<file path="config.mk">
export PLATFORM = sky130hd
export DESIGN_NAME = ray_dispatcher
export DESIGN_NICKNAME = d
export VERILOG_FILES = /design/src/rtl/ray_dispatcher.sv
export SDC_FILE = /design/constraint.sdc
export NUM_CORES = 1
export LEC_CHECK = 0
export BUFFER_PORTS_ARGS = -buffer_cell sky130_fd_sc_hd__clkbuf_2
export CAP_MARGIN = 20
export CORE_MARGIN = 5
export CORE_UTILIZATION = 45
export CTS_CLUSTER_DIAMETER = 60
export CTS_CLUSTER_SIZE = 14
export DETAILED_ROUTE_END_ITERATION = 16
export PLACE_DENSITY = 0.68
export REMOVE_ABC_BUFFERS = 1
export SETUP_SLACK_MARGIN = 0.15
export SLEW_MARGIN = 0
export SYNTH_ARGS = -nofsm -noshare
export SYNTH_HDL_FRONTEND = slang
export SYNTH_SLANG_ARGS = --single-unit
</file>
<file path="constraint.sdc">
create_clock -name clock -period 3.8 [get_ports clock]
set_input_delay 0 -clock clock [delete_from_list [all_inputs] [get_ports clock]]
set_output_delay 0 -clock clock [all_outputs]
set_load 0.03 [all_outputs]
</file>
<file path="src/rtl/ray_dispatcher.sv">
// ray_dispatcher: frame-level initiator for a single RayUnit.
// Walks a width x height frame in raster order and issues one ray per pixel
// over the start/ready/busy handshake. Each ray carries the camera origin,
// an incrementally stepped direction and the pixel's framebuffer address.
// Optional build macro: RAY_DISPATCH_PERF_EN adds perfCycles/perfStalls.
module ray_dispatcher #(
    parameter int POSITION_WIDTH  = 16,
    parameter int ADDRESS_WIDTH   = 32,
    parameter int DIM_WIDTH       = 11,
    parameter int BYTES_PER_PIXEL = 4
) (
    input  logic                               clock,
    input  logic                               reset,
    input  logic                               frameStart,
    input  logic [DIM_WIDTH-1:0]               frameWidth,
    input  logic [DIM_WIDTH-1:0]               frameHeight,
    input  logic [ADDRESS_WIDTH-1:0]           frameAddress,
    input  logic [2:0][POSITION_WIDTH-1:0]     cameraQ,
    input  logic [2:0][POSITION_WIDTH-1:0]     baseV,
    input  logic [2:0][POSITION_WIDTH-1:0]     deltaX,
    input  logic [2:0][POSITION_WIDTH-1:0]     deltaY,
    output logic                               frameBusy,
    output logic                               frameDone,
    output logic                               rayStart,
    input  logic                               rayReady,
    input  logic                               rayBusy,
    output logic [2:0][POSITION_WIDTH-1:0]     rayQ,
    output logic [2:0][POSITION_WIDTH-1:0]     rayV,
    output logic [ADDRESS_WIDTH-1:0]           pixelAddress
`ifdef RAY_DISPATCH_PERF_EN
    ,
    output logic [31:0]                        perfCycles,
    output logic [31:0]                        perfStalls
`endif
);

    typedef enum logic [1:0] {IDLE, ISSUE, DRAIN, DONE} state_t;

    localparam logic [DIM_WIDTH-1:0]     DIM_ONE     = DIM_WIDTH'(1);
    localparam logic [ADDRESS_WIDTH-1:0] ADDR_STRIDE = ADDRESS_WIDTH'(BYTES_PER_PIXEL);

    state_t                          state_reg;
    logic                            frame_busy_reg;
    logic                            frame_done_reg;
    logic                            drain_first_reg;
    logic [DIM_WIDTH-1:0]            width_reg;
    logic [DIM_WIDTH-1:0]            height_reg;
    logic [DIM_WIDTH-1:0]            x_reg;
    logic [DIM_WIDTH-1:0]            y_reg;
    logic [ADDRESS_WIDTH-1:0]        addr_reg;
    logic [2:0][POSITION_WIDTH-1:0]  ray_q_reg;
    logic [2:0][POSITION_WIDTH-1:0]  cur_v_reg;
    logic [2:0][POSITION_WIDTH-1:0]  row_v_reg;
    logic [2:0][POSITION_WIDTH-1:0]  delta_x_reg;
    logic [2:0][POSITION_WIDTH-1:0]  delta_y_reg;

    logic [2:0][POSITION_WIDTH-1:0]  col_v_next;
    logic [2:0][POSITION_WIDTH-1:0]  row_v_next;
    logic [ADDRESS_WIDTH-1:0]        addr_next;
    logic                            last_col;
    logic                            last_row;
    logic                            accept_frame;
    logic                            accept_ray;

    // Per-component direction steps; each wraps independently.
    for (genvar gi = 0; gi < 3; gi++) begin : g_vec
        assign col_v_next[gi] = cur_v_reg[gi] + delta_x_reg[gi];
        assign row_v_next[gi] = row_v_reg[gi] + delta_y_reg[gi];
    end

    assign addr_next    = addr_reg + ADDR_STRIDE;
    assign last_col     = (x_reg == width_reg - DIM_ONE);
    assign last_row     = (y_reg == height_reg - DIM_ONE);
    assign accept_frame = (state_reg == IDLE) && frameStart;
    assign accept_ray   = (state_reg == ISSUE) && rayReady;

    assign rayStart     = (state_reg == ISSUE);
    assign frameBusy    = frame_busy_reg;
    assign frameDone    = frame_done_reg;
    assign rayQ         = ray_q_reg;
    assign rayV         = cur_v_reg;
    assign pixelAddress = addr_reg;

    // Frame sequencer: latch the frame, walk pixels, drain the RayUnit, report done.
    always_ff @(posedge clock) begin
        if (!reset) begin
            state_reg       <= IDLE;
            frame_busy_reg  <= 1'b0;
            frame_done_reg  <= 1'b0;
            drain_first_reg <= 1'b0;
            width_reg       <= '0;
            height_reg      <= '0;
            x_reg           <= '0;
            y_reg           <= '0;
            addr_reg        <= '0;
            ray_q_reg       <= '0;
            cur_v_reg       <= '0;
            row_v_reg       <= '0;
            delta_x_reg     <= '0;
            delta_y_reg     <= '0;
        end else begin
            frame_done_reg <= 1'b0;
            unique case (state_reg)
                IDLE: begin
                    if (frameStart) begin
                        width_reg   <= frameWidth;
                        height_reg  <= frameHeight;
                        x_reg       <= '0;
                        y_reg       <= '0;
                        addr_reg    <= frameAddress;
                        ray_q_reg   <= cameraQ;
                        cur_v_reg   <= baseV;
                        row_v_reg   <= baseV;
                        delta_x_reg <= deltaX;
                        delta_y_reg <= deltaY;
                        if (frameWidth == '0 || frameHeight == '0) begin
                            // Empty frame: nothing to issue, complete immediately.
                            state_reg      <= DONE;
                            frame_done_reg <= 1'b1;
                            frame_busy_reg <= 1'b0;
                        end else begin
                            state_reg      <= ISSUE;
                            frame_busy_reg <= 1'b1;
                        end
                    end
                end
                ISSUE: begin
                    if (rayReady) begin
                        if (last_col && last_row) begin
                            state_reg       <= DRAIN;
                            drain_first_reg <= 1'b1;
                        end else begin
                            addr_reg <= addr_next;
                            if (!last_col) begin
                                x_reg     <= x_reg + DIM_ONE;
                                cur_v_reg <= col_v_next;
                            end else begin
                                x_reg     <= '0;
                                y_reg     <= y_reg + DIM_ONE;
                                row_v_reg <= row_v_next;
                                cur_v_reg <= row_v_next;
                            end
                        end
                    end
                end
                DRAIN: begin
                    // Skip one cycle so the RayUnit's busy has time to rise.
                    if (drain_first_reg) begin
                        drain_first_reg <= 1'b0;
                    end else if (!rayBusy) begin
                        state_reg      <= DONE;
                        frame_done_reg <= 1'b1;
                        frame_busy_reg <= 1'b0;
                    end
                end
                DONE: begin
                    state_reg <= IDLE;
                end
                default: begin
                    state_reg <= IDLE;
                end
            endcase
        end
    end

`ifdef RAY_DISPATCH_PERF_EN
    logic [31:0] perf_cycles_reg;
    logic [31:0] perf_stalls_reg;

    assign perfCycles = perf_cycles_reg;
    assign perfStalls = perf_stalls_reg;

    // Saturating frame-duration and stall counters; hold between frames.
    always_ff @(posedge clock) begin
        if (!reset) begin
            perf_cycles_reg <= '0;
            perf_stalls_reg <= '0;
        end else if (accept_frame) begin
            perf_cycles_reg <= 32'd1;
            perf_stalls_reg <= '0;
        end else begin
            if (state_reg != IDLE && perf_cycles_reg != '1) begin
                perf_cycles_reg <= perf_cycles_reg + 32'd1;
            end
            if (state_reg == ISSUE && !rayReady && perf_stalls_reg != '1) begin
                perf_stalls_reg <= perf_stalls_reg + 32'd1;
            end
        end
    end
`else
    logic unused_accept;
    assign unused_accept = accept_frame | accept_ray;
`endif

endmodule

</file>
==> impl_metrics.py <==
metrics = {
    "clock_tree": {
        "cts_buffers": 34,
        "clock_tree.buffer_depth": 3,
        "cts_tree": "yes",
        "cts_root_buf": "clkbuf_16",
        "clk_pin_slew_ns": 0.06,
        "ctsHtreeMaxLevel": 2,
        "clkSinkCount": 321,
        "clock_latency_ns": 0.55,
    },
    "timing": {
        "finalSetupViolations": 0,
        "hold_viol": 0,
        "grt_setup_unrepaired": "no",
        "final_max_slew_viol_count": 0,
        "finalSetupTns_ns": 0,
        "post-route-min-period_ns": 3.46,
        "max_freq_mhz": 289,
        "fin_skew_ns": 0.0218,
        "relSlewSlack_pct": 24.5,
        "period_share_pct": 91.1,
        "worst_slew_pin_slew_ns": 1.13,
    },
    "yosys": {
        "synth_top_area_cell": "dfxtp_1",
        "synth.cell_area_sq_um": 18000,
        "synth-edff-count": 0,
        "async_flop_share_pct": 0,
        "netlist.area_leader.share_pct": 35.7,
        "synth_ff_type": "dfxtp_1",
        "yosysUniqueCellTypes": 73,
        "syn_avg_cell_area_sq_um": 7.65,
        "synthTopCellsByArea": "dfxtp_1 36%, nand2_1 9.5%, a21oi_1 8.6%",
        "synth_cells": 2356,
        "ys_seq_area_share_pct": 35.7,
        "ys_warn_count": 0,
        "synth-seq-cells": 321,
    },
    "place": {
        "port_buffers": 381,
        "dp.cells": 3151,
        "gp_congestion": 0.880,
        "dp_hpwl_mm": 40.9,
    },
    "power_and_ir_drop": {
        "power.internal_mw": 9.29,
        "clockPowerShare_pct": 22.7,
        "peakVddDrop_uv": 398,
        "power_mw": 16.4,
        "p_sw_share_pct": 43.4,
        "leakagePower_nw": 10.2,
        "p_switching_mw": 7.12,
        "powerDensity_nw_per_um2": 680,
        "pwr-share-comb_pct": 47.0,
        "p_seq_share_pct": 30.3,
    },
    "setup_path": {
        "cpMostUsedCell": "buf_4",
        "crit_buf_inv": 2,
        "r2r_start": "height_reg[2]$_SDFFE_PN0P_",
        "worstPathArrival_ns": 3.83,
        "cp_slowest_cell": "or4_1",
        "crit_family": "simple AND/OR/NAND/NOR gates",
        "path_cells": "or4_1 -> or4_4 -> a2111oi_4 -> o22ai_1 -> nor4b_4 -> buf_4 -> a31oi_4 -> buf_4 -> a21oi_1 -> a211oi_1",
        "cp_slowest_stage_delay_ns": 0.64,
        "crit_path_max_fanout": 33,
        "cp.required_ns": 4.17,
        "start_kind": "flip-flop",
        "r2r_slack_ns": 0.34,
        "reg2reg_to": "pixelAddress[19]$_SDFFE_PN0P_",
        "crit_cells": 10,
        "end_kind": "flip-flop",
        "reg2reg_depth": 10,
        "crit_type": "reg2reg",
    },
    "final_layout": {
        "drive_gt1_share_pct": 17.4,
        "final_cells": 3461,
        "final_nets": 3267,
        "area_growth_pct": 34.0,
        "post-route-util_pct": 60.9,
    },
    "hold_path": {
        "hp-class": "in2reg",
        "hold_path_startpoint": "baseV[4]",
        "hold_path_depth": 4,
        "worstHoldEndpoint": "row_v_reg[4]$_SDFFE_PN0P_",
    },
    "detailed_routing": {
        "route.detailed.drc": 0,
        "route.vias.total": 19351,
        "first_iter_violations": 1514,
        "ant_nets": 0,
        "wl_per_cell_microns": 17.6,
        "drt_wl_total_mm": 61.1,
        "via_per_inst": 5.59,
        "first_pass_iters": 6,
    },
    "job": {
        "maxCapViolCount": 0,
    },
    "die": {
        "die_h_microns": 210,
        "fp.dieW_microns": 210,
        "dieArea_sq_um": 44100,
        "rows": 73,
        "core_area_sq_um": 39600,
        "ioPinCount": 382,
        "start_util_pct": 45.5,
    },
    "global_routing": {
        "grt_pass1_vias": 18973,
        "antenna_found_initial": 5,
        "gr-usage-all-layers_pct": 26.4,
        "grt_pass1_wl_mm": 97.2,
        "overflow": 0,
        "grt_max_degree": 173,
    },
    "status": {
        "status": "finished, final reports clean",
    },
}
[final cells by class]
class,instances,area (sq um)
sequential,321,6430
antenna,4,10.0
inverter,62,241
clock inverter,18,290
clock buffer,38,930
fill,3419,15500
timing repair buffer,665,4730
multi-input combinational,1828,10900
tap,525,657
[what timing repair did]
item | 4_1_cts | 5_1_grt
hold buffers | 248 | 0
hold endpoints to repair | 282 | 0
buffers inserted | 0 | 2
resized for setup | 0 | 4
setup endpoints to repair | 0 | 133
[cells in the mapped netlist (28+ instances only)]
cell type  count
a31oi_1       28
nor2_1       195
o21ai_0      119
a21oi_1      310
inv_1         62
nor3_1        47
mux2i_1       34
xor2_1        36
nand3_1       50
xnor2_1       65
clkbuf_1     111
ha_1          98
dfxtp_1      321
nand2_1      454
a211oi_1      69
[worst reg2reg max path, stage by stage, from the launching register on]
cell       delay, ns
dfxtp_1         0.39
or4_1           0.64
or4_4           0.54
a2111oi_4       0.37
o22ai_1         0.18
nor4b_4         0.22
buf_4           0.19
a31oi_4         0.11
buf_4           0.30
a21oi_1         0.29
a211oi_1        0.08
[power by group through the flow]
stage               sequential [mW]  combinational, mW  clock [mW]
global placement               5.00               7.22           0
CTS                            4.95               7.64        3.81
floorplan                      5.63               4.68           0
finish                         4.98               7.71        3.72
global route                   5.07               8.51        3.95
detailed placement             5.02               7.40           0
[routing by layer]
metal / GRT usage (%) / share of wire [%] / vias up
met2: 43.9 / 47 / 712
met4: 11.5 / 4.6 / 2
met5: 0 / 0.021 / -
met3: 5.34 / 6.6 / 165
met1: 33.2 / 42 / 9014
li1: - / - / 9458
[cells in the final DEF, fill, tap and decap left out, types with 24 or more instances in the layout]
master           n
ha_1            97
mux2i_1         34
inv_1           60
o21ai_0        119
a31oi_1         28
and3_1          24
nor2b_1         27
nand2_1        453
nor2_1         194
clkbuf_2       381
buf_4           30
a21oi_1        310
a211oi_1        69
nand3_1         50
nor3_1          46
clkbuf_16       37
dlygate4sd3_1  248
xor2_1          36
xnor2_1         65
dfxtp_1        321
[how the worst max path moves through the flow]
stage                                          to  slack (ns)                       start
floorplan                   y_reg[9]$_SDFFE_PN0P_       -8.91   state_reg[1]$_SDFFE_PN0P_
global placement            rayV[15]$_SDFFE_PN0P_        0.28  height_reg[0]$_SDFFE_PN0P_
detailed placement          rayV[15]$_SDFFE_PN0P_        0.21  height_reg[0]$_SDFFE_PN0P_
CTS                         rayV[15]$_SDFFE_PN0P_        0.17  height_reg[0]$_SDFFE_PN0P_
global route           row_v_reg[26]$_SDFFE_PN0P_        0.15  height_reg[0]$_SDFFE_PN0P_
finish              pixelAddress[19]$_SDFFE_PN0P_        0.34  height_reg[2]$_SDFFE_PN0P_
[through the flow]
stage	hold slack (ns)	setup WS (ns)	instance area (sq um)
2_1_floorplan	0.130	-8.91	17400
3_5_place_dp	0.228	0.207	20400
6_report	0.0737	0.340	24100
3_3_place_gp	0.223	0.282	20400
5_1_grt	0.0827	0.150	24100
4_1_cts	0.0483	0.173	24100
[logic make-up (layout without fill, tap and decap cells)]
family | after synthesis | count (layout) | synth area share, %
AO/OA/AOI/OAI | 710 | 710 | 24.4
adder cells (fa/ha/maj) | 104 | 104 | 7.47
buffers and inverters | 207 | 783 | 4.50
AND/OR/NAND/NOR | 876 | 876 | 21.0
multiplexers | 37 | 37 | 2.08
flip-flops | 321 | 321 | 35.7
other | 0 | 4 | 0
XOR/XNOR | 101 | 101 | 4.91
No activity file was read; power rests on OpenSTA's default activity.
